`src/rtl/mskand_hpc3_sched_pkg.sv`:
```
// Shared types and sizing helpers for the masked-AND gadget scheduler.
package mskand_sched_pkg;

  typedef enum logic [1:0] {
    IDLE = 2'd0,
    RUN  = 2'd1,
    GAP  = 2'd2
  } state_e;

  function automatic int rndw(input int d);
    return d * (d - 1);
  endfunction

  function automatic int idx_w(input int n);
    return (n > 1) ? $clog2(n) : 1;
  endfunction

endpackage

```
`src/rtl/mskand_hpc3_sched_if.sv`:
```
// Requester, randomness, gadget and response signals of the scheduler.
interface mskand_hpc3_sched_if #(
  parameter int d    = 2,
  parameter int NREQ = 4
);
  import mskand_sched_pkg::*;

  localparam int RNDW = rndw(d);

  // A requester operation transfers in a cycle where req_valid[i] & req_ready[i];
  // randomness transfers where rnd_valid & rnd_ready. Ready never waits on a
  // later cycle, and valid must not depend on ready.
  logic [NREQ-1:0]   req_valid;
  logic [NREQ-1:0]   req_ready;
  logic [NREQ*d-1:0] req_a;
  logic [NREQ*d-1:0] req_b;
  logic              rnd_valid;
  logic              rnd_ready;
  logic [RNDW-1:0]   rnd_in;
  logic [d-1:0]      g_ina;
  logic [d-1:0]      g_inb;
  logic [RNDW-1:0]   g_rnd;
  logic [d-1:0]      g_out;
  logic [NREQ-1:0]   resp_valid;
  logic [d-1:0]      resp_out;
  state_e            dbg_state;

  modport master (
    input  req_valid, req_a, req_b, rnd_valid, rnd_in, g_out,
    output req_ready, rnd_ready, g_ina, g_inb, g_rnd, resp_valid, resp_out, dbg_state
  );

  modport slave (
    output req_valid, req_a, req_b, rnd_valid, rnd_in, g_out,
    input  req_ready, rnd_ready, g_ina, g_inb, g_rnd, resp_valid, resp_out, dbg_state
  );

endinterface

```
`src/rtl/mskand_hpc3_sched_rr_arbiter.sv`:
```
// Combinational round-robin arbiter: lowest requesting index >= ptr, wrapping,
// with an optional exclusion mask.
module rr_arbiter
  import mskand_sched_pkg::*;
#(
  parameter int NREQ = 4,
  parameter int IDXW = idx_w(NREQ)
) (
  input  logic [NREQ-1:0] req_i,
  input  logic [IDXW-1:0] ptr_i,
  input  logic [NREQ-1:0] excl_i,
  output logic [NREQ-1:0] grant_o,
  output logic [IDXW-1:0] idx_o,
  output logic            any_o
);

  logic [NREQ-1:0] req_m;
  logic [IDXW-1:0] lo_idx;
  logic [IDXW-1:0] hi_idx;
  logic            hi_found;

  assign req_m = req_i & ~excl_i;

  // Descending scans leave the lowest match, with and without the ptr bound.
  always_comb begin
    lo_idx   = '0;
    hi_idx   = '0;
    hi_found = 1'b0;
    for (int i = NREQ - 1; i >= 0; i--) begin
      if (req_m[i]) begin
        lo_idx = IDXW'(i);
      end
      if (req_m[i] && (IDXW'(i) >= ptr_i)) begin
        hi_idx   = IDXW'(i);
        hi_found = 1'b1;
      end
    end
  end

  assign any_o   = |req_m;
  assign idx_o   = hi_found ? hi_idx : lo_idx;
  assign grant_o = any_o ? (NREQ'(1) << idx_o) : '0;

endmodule

```
`src/rtl/mskand_hpc3_sched.sv`:
```
// Time-shares one latency-1 masked HPC3 AND gadget between NREQ requesters,
// with registered gadget inputs and a zero guard cycle on every owner change.
module mskand_hpc3_sched
  import mskand_sched_pkg::*;
#(
  parameter int d      = 2,
  parameter int NREQ   = 4,
  parameter int MAXRUN = 8
) (
  input logic                clk,
  input logic                rst_n,
  mskand_hpc3_sched_if.master bus
);

  localparam int RNDW = rndw(d);
  localparam int IDXW = idx_w(NREQ);
  localparam int RUNW = $clog2(MAXRUN + 1);

  state_e          state_q, state_d;
  logic [IDXW-1:0] owner_q, owner_d;
  logic [IDXW-1:0] ptr_q, ptr_d;
  logic [RUNW-1:0] run_q, run_d;
  logic [NREQ-1:0] tag1_q, tag2_q;
  logic [d-1:0]    ina_q, inb_q;
  logic [RNDW-1:0] rnd_q;

  logic [NREQ-1:0] owner_oh, excl, arb_grant, win_oh;
  logic [IDXW-1:0] arb_idx, win_idx;
  logic            arb_any, keep_owner, win_any, can_issue, issue;
  logic [d-1:0]    sel_a, sel_b;

  assign owner_oh = NREQ'(1) << owner_q;

  // A saturated owner steps aside only while someone else is actually waiting.
  assign excl = ((state_q == RUN) && (run_q == RUNW'(MAXRUN)) &&
                 (|(bus.req_valid & ~owner_oh))) ? owner_oh : '0;

  rr_arbiter #(
    .NREQ (NREQ),
    .IDXW (IDXW)
  ) u_arb (
    .req_i   (bus.req_valid),
    .ptr_i   (ptr_q),
    .excl_i  (excl),
    .grant_o (arb_grant),
    .idx_o   (arb_idx),
    .any_o   (arb_any)
  );

  // While streaming, the owner keeps the gadget until it drops or hits the run limit.
  assign keep_owner = (state_q == RUN) && (|(bus.req_valid & owner_oh)) && (excl == '0);
  assign win_idx    = keep_owner ? owner_q : arb_idx;
  assign win_oh     = keep_owner ? owner_oh : arb_grant;
  assign win_any    = keep_owner | arb_any;
  assign can_issue  = bus.rnd_valid & win_any;

  always_comb begin
    state_d = state_q;
    owner_d = owner_q;
    run_d   = run_q;
    issue   = 1'b0;
    case (state_q)
      RUN: begin
        if (!can_issue) begin
          state_d = IDLE;
        end else if (keep_owner) begin
          issue = 1'b1;
          run_d = (run_q == RUNW'(MAXRUN)) ? run_q : run_q + 1'b1;
        end else begin
          state_d = GAP;
        end
      end
      default: begin
        if (can_issue) begin
          issue   = 1'b1;
          state_d = RUN;
          owner_d = win_idx;
          run_d   = RUNW'(1);
        end else begin
          state_d = IDLE;
        end
      end
    endcase
  end

  always_comb begin
    ptr_d = ptr_q;
    if (issue) begin
      ptr_d = (win_idx == IDXW'(NREQ - 1)) ? '0 : win_idx + 1'b1;
    end
  end

  always_comb begin
    sel_a = '0;
    sel_b = '0;
    for (int i = 0; i < NREQ; i++) begin
      if (win_idx == IDXW'(i)) begin
        sel_a = bus.req_a[i*d +: d];
        sel_b = bus.req_b[i*d +: d];
      end
    end
  end

  always_ff @(posedge clk or negedge rst_n) begin
    if (!rst_n) begin
      state_q <= IDLE;
      owner_q <= '0;
      ptr_q   <= '0;
      run_q   <= '0;
      ina_q   <= '0;
      inb_q   <= '0;
      rnd_q   <= '0;
      tag1_q  <= '0;
      tag2_q  <= '0;
    end else begin
      state_q <= state_d;
      owner_q <= owner_d;
      ptr_q   <= ptr_d;
      run_q   <= run_d;
      ina_q   <= issue ? sel_a : '0;
      inb_q   <= issue ? sel_b : '0;
      rnd_q   <= issue ? bus.rnd_in : '0;
      tag1_q  <= issue ? win_oh : '0;
      tag2_q  <= tag1_q;
    end
  end

  // Handshake outputs are forced low while reset is asserted, even with requests pending.
  assign bus.req_ready  = (issue && rst_n) ? win_oh : '0;
  assign bus.rnd_ready  = issue & rst_n;
  assign bus.g_ina      = ina_q;
  assign bus.g_inb      = inb_q;
  assign bus.g_rnd      = rnd_q;
  assign bus.resp_valid = tag2_q;
  assign bus.resp_out   = (|tag2_q) ? bus.g_out : '0;
  assign bus.dbg_state  = state_q;

endmodule

```
`src/flat_wrapper.sv`:
```
// flat-port wrapper written by rule: the top's interface ports become plain ports
module mskand_hpc3_sched_flat import mskand_sched_pkg::*;
#(
  parameter int d      = 2,
  parameter int NREQ   = 4,
  parameter int MAXRUN = 8
)
  (clk, rst_n, bus_req_valid, bus_req_a, bus_req_b, bus_rnd_valid, bus_rnd_in, bus_g_out, bus_req_ready, bus_rnd_ready, bus_g_ina, bus_g_inb, bus_g_rnd, bus_resp_valid, bus_resp_out, bus_dbg_state);
  mskand_hpc3_sched_if #(.d(d), .NREQ(NREQ)) bus_i ();
  input logic clk;
  input logic rst_n;
  input wire logic [$bits(bus_i.req_valid)-1:0] bus_req_valid;
  input wire logic [$bits(bus_i.req_a)-1:0] bus_req_a;
  input wire logic [$bits(bus_i.req_b)-1:0] bus_req_b;
  input wire logic [$bits(bus_i.rnd_valid)-1:0] bus_rnd_valid;
  input wire logic [$bits(bus_i.rnd_in)-1:0] bus_rnd_in;
  input wire logic [$bits(bus_i.g_out)-1:0] bus_g_out;
  output wire logic [$bits(bus_i.req_ready)-1:0] bus_req_ready;
  output wire logic [$bits(bus_i.rnd_ready)-1:0] bus_rnd_ready;
  output wire logic [$bits(bus_i.g_ina)-1:0] bus_g_ina;
  output wire logic [$bits(bus_i.g_inb)-1:0] bus_g_inb;
  output wire logic [$bits(bus_i.g_rnd)-1:0] bus_g_rnd;
  output wire logic [$bits(bus_i.resp_valid)-1:0] bus_resp_valid;
  output wire logic [$bits(bus_i.resp_out)-1:0] bus_resp_out;
  output wire logic [$bits(bus_i.dbg_state)-1:0] bus_dbg_state;
  assign bus_i.req_valid = bus_req_valid;
  assign bus_i.req_a = bus_req_a;
  assign bus_i.req_b = bus_req_b;
  assign bus_i.rnd_valid = bus_rnd_valid;
  assign bus_i.rnd_in = bus_rnd_in;
  assign bus_i.g_out = bus_g_out;
  assign bus_req_ready = bus_i.req_ready;
  assign bus_rnd_ready = bus_i.rnd_ready;
  assign bus_g_ina = bus_i.g_ina;
  assign bus_g_inb = bus_i.g_inb;
  assign bus_g_rnd = bus_i.g_rnd;
  assign bus_resp_valid = bus_i.resp_valid;
  assign bus_resp_out = bus_i.resp_out;
  assign bus_dbg_state = bus_i.dbg_state;
  mskand_hpc3_sched #(.d(d), .NREQ(NREQ), .MAXRUN(MAXRUN)) u_core (.clk(clk), .rst_n(rst_n), .bus(bus_i));
endmodule
```
`config.mk`:
```
export PLATFORM = sky130hd
export DESIGN_NAME = mskand_hpc3_sched_flat
export DESIGN_NICKNAME = d
export VERILOG_FILES = /design/src/rtl/mskand_hpc3_sched_pkg.sv /design/src/rtl/mskand_hpc3_sched_if.sv /design/src/rtl/mskand_hpc3_sched_rr_arbiter.sv /design/src/rtl/mskand_hpc3_sched.sv /design/src/flat_wrapper.sv
export SDC_FILE = /design/constraint.sdc
export NUM_CORES = 1
export LEC_CHECK = 0
export CAP_MARGIN = 20
export CORE_MARGIN = 5
export CORE_UTILIZATION = 35
export CTS_BUF_LIST = sky130_fd_sc_hd__clkbuf_4 sky130_fd_sc_hd__clkbuf_8
export CTS_CLUSTER_SIZE = 25
export DETAILED_ROUTE_END_ITERATION = 10
export SLEW_MARGIN = 30
export SYNTH_ARGS = -nofsm -noshare
export SYNTH_HDL_FRONTEND = slang
export SYNTH_SLANG_ARGS = --single-unit
```
`constraint.sdc`:
```
create_clock -name clk -period 5.36 [get_ports clk]
set_clock_uncertainty 0.1 [all_clocks]
set_input_delay 0.804 -clock clk [delete_from_list [all_inputs] [get_ports clk]]
set_output_delay 0.804 -clock clk [all_outputs]
set_load 0.005 [all_outputs]
```
==> reports/metrics.yaml, run 1 <==
crit_end: "bus_req_ready[0]"
grt_pass1_vias: 1462
drv_cap: 0
arrival_ps: 3690
overflow: 0
clockRootBuffer: "clkbuf_8"
numCtsBuffers: 3
syn_area_sq_mm: 0.00164
setup.worst_path.start: "bus_req_valid[1]"
rr_worst_depth: 13
end_kind: "output pin"
r2r_end: "u_core.bus.g_inb[1]"
p_leak_uw: 0.000909
clk_path_buf_depth: 2
hp-class: "reg -> reg"
cts_htree_levels: 1
finalCriticalPeriod_ps: 4590
area_growth_pct: 33.2
fp.dieW_um: 78.5
avgSynthCellArea_sq_um: 8.92
core_area_sq_mm: 0.00463
hold_path.startpoint: "u_core.tag1_q[1]"
grt_max_degree: 28
clkSlewWorstSetupHoldPaths_ps: 80
dr.pass1.iters: 4
finalSetupTns_ps: 0
synth_cell_type_count: 48
comb_power_share_pct: 51.2
drv_slew: 0
final_core_util_pct: 47.2
layout-drive-gt1-share_pct: 6.25
switching_power_uw: 381
startpoint_type: "input pin"
synthArstFlopShare_pct: 100
fp.dieArea_sq_mm: 0.00616
run_status: "completed"
critical_path_class: "in -> out"
die_y_um: 78.5
postCtsSetupBuffers: 0
ctsHoldBuffers: 0
clock_latency_ps: 270
dp_hpwl_um: 3060
drt_iter0_drc: 94
cts_resized: 0
grt_pass1_wl_um: 6730
antenna_found_initial: 0
num_antenna_cells: 0
fmax_mhz: 218
ys_seq_area_share_pct: 36.6
ys_ff_latch: 24
p_clk_share_pct: 16.7
p_int_uw: 575
relSlewSlack_pct: 44.8
syn_inst: 184
p_seq_share_pct: 32.0
synth-edff-count: 0
finalHoldViolCount: 0
vias: 1520
required_ps: 4460
tightest_slew_ps: 818
p_per_area_mw_per_mm2: 437
sw_frac_of_total_pct: 39.9
wl_um: 4000
setup_violations: 0
num_rows: 25
ant_nets: 0
ir_drop_uv: 222
final_nets: 258
gp_congestion: 0.805
portBuffers: 45
rsz0062_at_grt: "false"
globalRouteTotalUtil_pct: 13.4
cts_tree: "done"
ioPinCount: 46
synth_warnings: 0
syn_nets: 217
viasPerCell: 5.47
finalCritPeriodShare_pct: 85.6
cts_num_sinks: 24
r2r_slack_ps: 1930
synth_ff_type: "dfrtp_1"
wl_per_cell_um: 14.4
cp_max_fo: 8
start_util_pct: 35.5
r2r-start: "u_core.owner_q[1]"
drc: 0
-- state kept, by name, summed over array words and instances (netlist names) --
register and flops:
u_core.tag1_q 4, u_core.bus.g_rnd 2, u_core.run_q 4, u_core.bus.dbg_state 2, u_core.ptr_q 2, u_core.bus.g_ina 2
u_core.bus.g_inb 2, u_core.bus.resp_valid 4, u_core.owner_q 2
-- worst max-delay path, stage by stage --
cell             delay [ps]
clkdlybuf4s50_1         530
or3_1                   440
a41o_1                  300
maj3_2                  320
a21oi_2                 190
nand3_2                 130
o41ai_1                 400
clkdlybuf4s50_1         560
-- power groups by stage --
stage	Sequential, uW	Combinational, uW	Clock [uW]
final	306	490	160
after floorplan	276	355	0
after global routing	315	553	173
after CTS	305	497	165
after global placement	311	493	0
after detailed placement	308	495	0
-- worst min path at each step --
stage | end | depth (start not counted)
global route | u_core.bus.resp_valid[1] | 0
global placement | u_core.bus.resp_valid[0] | 0
detailed placement | u_core.bus.resp_valid[3] | 0
finish | u_core.bus.resp_valid[1] | 0
floorplan | u_core.bus.resp_valid[0] | 0
CTS | u_core.bus.resp_valid[3] | 0
-- layout by cell type (no fill, tap or decap), types with 3 or more instances in the layout --
cell type | Yosys | final
and2_1 | 3 | 3
dfrtp_1 | 24 | 24
ha_1 | 6 | 6
a21oi_1 | 14 | 14
nor2_1 | 16 | 16
inv_1 | 8 | 8
o21ai_1 | 6 | 6
clkbuf_8 | 0 | 3
nand3_1 | 6 | 6
clkdlybuf4s50_1 | 0 | 45
nand4_1 | 3 | 3
o21ai_0 | 4 | 4
nand2_1 | 17 | 17
nor2b_1 | 7 | 7
o311a_1 | 3 | 3
mux2i_1 | 4 | 4
nor4_1 | 3 | 3
o31ai_1 | 6 | 6
a41o_1 | 3 | 3
nand3b_1 | 5 | 5
nand2b_1 | 3 | 3
-- through the flow --
| step | hold WS (ps) | std cells | cell area [sq um] | power [uW] | worst slack (ps) |
|---|---|---|---|---|---|
| 6_report | 253 | 278 | 2190 | 956 | 770 |
| 5_1_grt | 259 | 278 | 2190 | 1040 | 549 |
| 2_1_floorplan | 231 | 184 | 1640 | 630 | 1990 |
| 4_1_cts | 255 | 278 | 2190 | 967 | 771 |
| 3_3_place_gp | 232 | 274 | 2120 | 804 | 810 |
| 3_5_place_dp | 235 | 274 | 2120 | 803 | 768 |
-- per-layer routing --
metal | vias to the layer above | global-route usage (%) | part of all wire (%)
met5 | - | 0 | 0
li1 | 766 | - | -
met2 | 47 | 23.3 | 49
met1 | 703 | 16.2 | 43
met3 | 4 | 3.90 | 7.6
met4 | 0 | 3.50 | 0.90
-- cell type report --
class	instances	area (sq um)
clock inverter	1	30.0
sequential	24	601
clock buffer	3	41.3
multi-input combinational	141	956
timing repair buffer	46	458
inverter	9	33.8
tap	54	67.6
fill	454	2440
-- cell families after synthesis --
logic type	count (synthesis)	share of synthesized area [%]
mux	6	4.50
compound gates	57	26.0
simple gates	71	22.5
fa+ha+maj	7	5.26
flops	24	36.6
buf+inv	19	5.18
-- synthesized netlist by cell type, drive strengths merged, types with 2 or more instances --
library cell   n  area share (%)
o31ai          6             2.7
nand3b         5             2.3
and2           3             1.1
o311a          4             3.1
ha             6             4.6
nor3           2            0.61
o311ai         4             2.6
mux2i          4             2.4
nand4          3             1.1
nor4           3             1.1
nand2         17             3.9
nand2b         3             1.1
clkbuf         2            0.46
nand3          7             2.4
o41ai          3             2.1
a21oi         15             4.8
and3           2            0.76
o2111ai        2             1.1
o31a           2             1.1
a41o           3             1.8
a31oi          2            0.76
nor2b          7             2.7
nor2          17             4.3
o21ai         10             3.0
buf            8             2.7
a21o           2            0.91
dfrtp         24              37
inv            9             2.1
No activity file was read; power rests on OpenSTA's default activity.
==> run 2, diff against run 1 <==
Settings changed: SLEW_MARGIN 30 to unset, SYNTH_HIERARCHICAL set to 1.
Clock period 5.36 ns to 3.9 ns, I/O delays scaled along.
==> run 2 against run 1 <==
The run now ends with negative setup slack left. Sequential cell count unchanged. Non-clock buffer count increased by 23. Register-to-register slack got worse by 1700 ps. Synthesized cell count decreased by 2.2%. Combinational power increased by 43%. Utilization increased by 6.6 points. Critical endpoint is now bus_req_ready[3]. Largest cell class unchanged. Largest power group unchanged. Highest routed layer unchanged.
==> reports/metrics.yaml, run 2 <==
run_status: "complete, but fails checks"
violations: "negative setup slack"
fp.dieArea_sq_mm: 0.00610  # -0.93%
finalCriticalPeriod_ps: 3900
setup_violations: 1  # +1
cts_htree_levels: 1  # unchanged
grt_max_degree: 16  # -43%
vias: 1542  # +1.4%
synth_most_common_cell: "dfrtp_1"
p_per_area_mw_per_mm2: 523  # +20%
cp_max_fo: 9  # +1
synth-edff-count: 0  # unchanged
synth_warnings: 6  # +6
tightest_slew_ps: 559  # -259 ps
gp_congestion: 0.877  # +9.0%
avgSynthCellArea_sq_um: 9.02  # +1.1%
cpPeakStageDelay_ps: 540  # -20 ps
final_area_sq_mm: 0.00238  # +8.6%
overflow: 0  # unchanged
startpoint_type: "input pin"
ir_drop_uv: 245  # +10%
grt_pass1_wl_um: 7000  # +4.0%
layout_common_cells: "clkdlybuf4s50_1 (43), buf_4 (24), dfrtp_1 (23)"
syn_nets: 213  # -1.8%
hp-class: "reg -> reg"
required_ps: 3210  # -1250 ps
fillers: 436  # -4.0%
synthTopCellsByCount: "dfrtp_1 (24), nor2_1 (16), nor2b_1 (13)"
clkSlewWorstSetupHoldPaths_ps: 80  # about the same
wl_um: 4340  # +8.7%
clockRootBuffer: "clkbuf_8"
start_util_pct: 36.8  # +1.3 points
clk_path_buf_depth: 2  # unchanged
synth_top_area_share_pct: 37.0  # +0.39 points
cp_slowest_cell: "clkdlybuf4s50_1"
ctsHoldBuffers: 0  # unchanged
clock_latency_ps: 260  # about the same
synth_top_area_cell: "dfrtp_1"
stdcell_count: 296  # +6.5%
finalCritPeriodShare_pct: 100
final_common_cell: "clkdlybuf4s50_1"
drv_cap: 0  # unchanged
worst_hold_slack_ps: 248  # -5.56 ps
globalRouteTotalUtil_pct: 13.8  # +0.40 points
layout-drive-gt1-share_pct: 20.1  # +14 points
synth_ff_type: "dfrtp_1"
syn_area_sq_mm: 0.00162  # -1.1%
arrival_ps: 3220  # -470 ps
portBuffers: 45  # unchanged
num_rows: 24  # -4.0%
core_area_sq_mm: 0.00441  # -4.6%
fp.dieW_um: 78.1  # -0.47%
grt_pass1_vias: 1467  # +0.34%
synthTopCellsByArea: "dfrtp_1 (37%), nor2b_1 (5.0%), ha_1 (4.6%)"
synthArstFlopShare_pct: 100  # unchanged
cts_tree: "done"
place_inst: 293  # +6.9%
final_core_util_pct: 53.8  # +6.6 points
die_y_um: 78.1  # -0.47%
relSlewSlack_pct: 62.6  # +18 points
preCtsSetupSlack_ps: -138  # -906 ps
rsz0062_at_grt: "true"
ioPinCount: 46  # unchanged
drt_iter0_drc: 69  # -27%
p_leak_uw: 0.00107  # +17%
worst_slack_ps: -1.67  # -772 ps
num_antenna_cells: 0  # unchanged
fmax_mhz: 256
end_kind: "output pin"
ant_nets: 0  # unchanged
final_nets: 279  # +8.1%
finalHoldViolCount: 0  # unchanged
critical_path_class: "in -> out"
antenna_found_initial: 0  # unchanged
cpMostUsedCell: "clkdlybuf4s50_1"
dr.pass1.iters: 4  # unchanged
dp_hpwl_um: 3570  # +17%
viasPerCell: 5.21  # -4.7%
area_growth_pct: 46.3
postCtsSetupBuffers: 0  # unchanged
ys_ff_latch: 24  # unchanged
post_dp_cell_area_sq_mm: 0.00229  # +8.0%
wl_per_cell_um: 14.7  # +2.1%
numCtsBuffers: 3  # unchanged
syn_inst: 180  # -2.2%
cts_num_sinks: 24  # unchanged
drv_slew: 0  # unchanged
ys_seq_area_share_pct: 37.0  # +0.39 points
drc: 0  # unchanged
synth_cell_type_count: 44  # -8.3%
path_cells: "clkdlybuf4s50_1 > a2bb2oi_2 > o311ai_4 > nor3_2 > nand2b_1 > nand4_1 > nand2_1 > nor2_4 > nand3_1 > o21ai_0 > clkdlybuf4s50_1"
run 2: cell types whose count changed in the layout (fill, tap and decap cells not counted), sizes merged, moves of 4 or more:
cell,change
buf,+23
nor2b,+6
nor3b,+6
o31ai,-6
a21oi,-5
mux2,+5
nand2,-5
a221oi,+4
a22o,+4
nand3b,-4
nor3,+4
o311a,-4
run 2: final cells by class:
class	count	area, sq um	share of cell area (%)
Tap cell	52	65.1	2.74
Clock buffer	3	41.3	1.74
Sequential cell	24	602	25.3
Timing Repair Buffer	69	636	26.8
Inverter	9	33.8	1.42
Multi-Input combinational cell	139	998	42.0
run 2: logic make-up (layout without fill, tap and decap cells):
group / after synthesis / count (layout) / synth area share [%]
xor+xnor: 1 / 1 / 0.539
fa+ha+maj: 6 / 6 / 4.62
mux: 10 / 10 / 6.86
compound gates: 42 / 42 / 18.6
buf+inv: 17 / 81 / 4.16
flops: 24 / 24 / 37.0
simple gates: 80 / 80 / 28.3
run 2: final timing paths:
| check | startpoint | end | slack [ps] | depth (start not counted) |
|---|---|---|---|---|
| min reg2reg | u_core/tag1_q[2] | u_core/bus.resp_valid[2] | 250 | 0 |
| min in group asynchronous | rst_n | u_core/bus.dbg_state[0] | 580 | 1 |
| min | u_core/tag1_q[2] | u_core/bus.resp_valid[2] | 250 | 0 |
| max reg2reg | u_core/owner_q[1] | u_core/bus.g_ina[0] | 260 | 14 |
| max in group asynchronous | rst_n | u_core/bus.g_inb[1] | 2520 | 2 |
| max | bus_req_valid[0] | bus_req_ready[3] | -2 | 11 |
run 2: worst max-delay path: cells and delay by family:
family	cells	cell delay, ps
buffers and inverters	2	1010
and+or+nand+nor	6	880
AOI/OAI and AO/OA	3	740
run 2: repair_timing:
action,4_1_cts,5_1_grt
gates cloned,0,0
pin swaps,2,5
endpoints found under the setup margin,4,8
resized for setup,6,6
run 2: per-layer routing:
| metal | global-route usage, % | vias up | part of all wire [%] |
|---|---|---|---|
| li1 | - | 781 | - |
| met1 | 19.2 | 723 | 47 |
| met2 | 21.7 | 32 | 47 |
| met3 | 2.06 | 6 | 4.9 |
| met5 | 0 | - | 0 |
| met4 | 5.07 | 0 | 1.8 |
run 2: per-stage QoR:
step                      power [uW]  TNS, ps
after floorplan                  823        0
after global placement          1080     -214
after detailed placement        1090     -667
after CTS                       1240        0
after global routing            1350     -326
final                           1240    -1.67
run 2: power by group:
group | internal (uW) | switching [uW]
clock | 68.8 | 70.5
sequential | 323 | 82.7
combinational | 363 | 336
total | 755 | 489
==> run 3, diff against run 2 <==
Settings changed: ABC_CLOCK_PERIOD_IN_PS set to 3900.
==> results of run 3 <==
The final DEF is identical to that of run 2; final timing and power are the same.
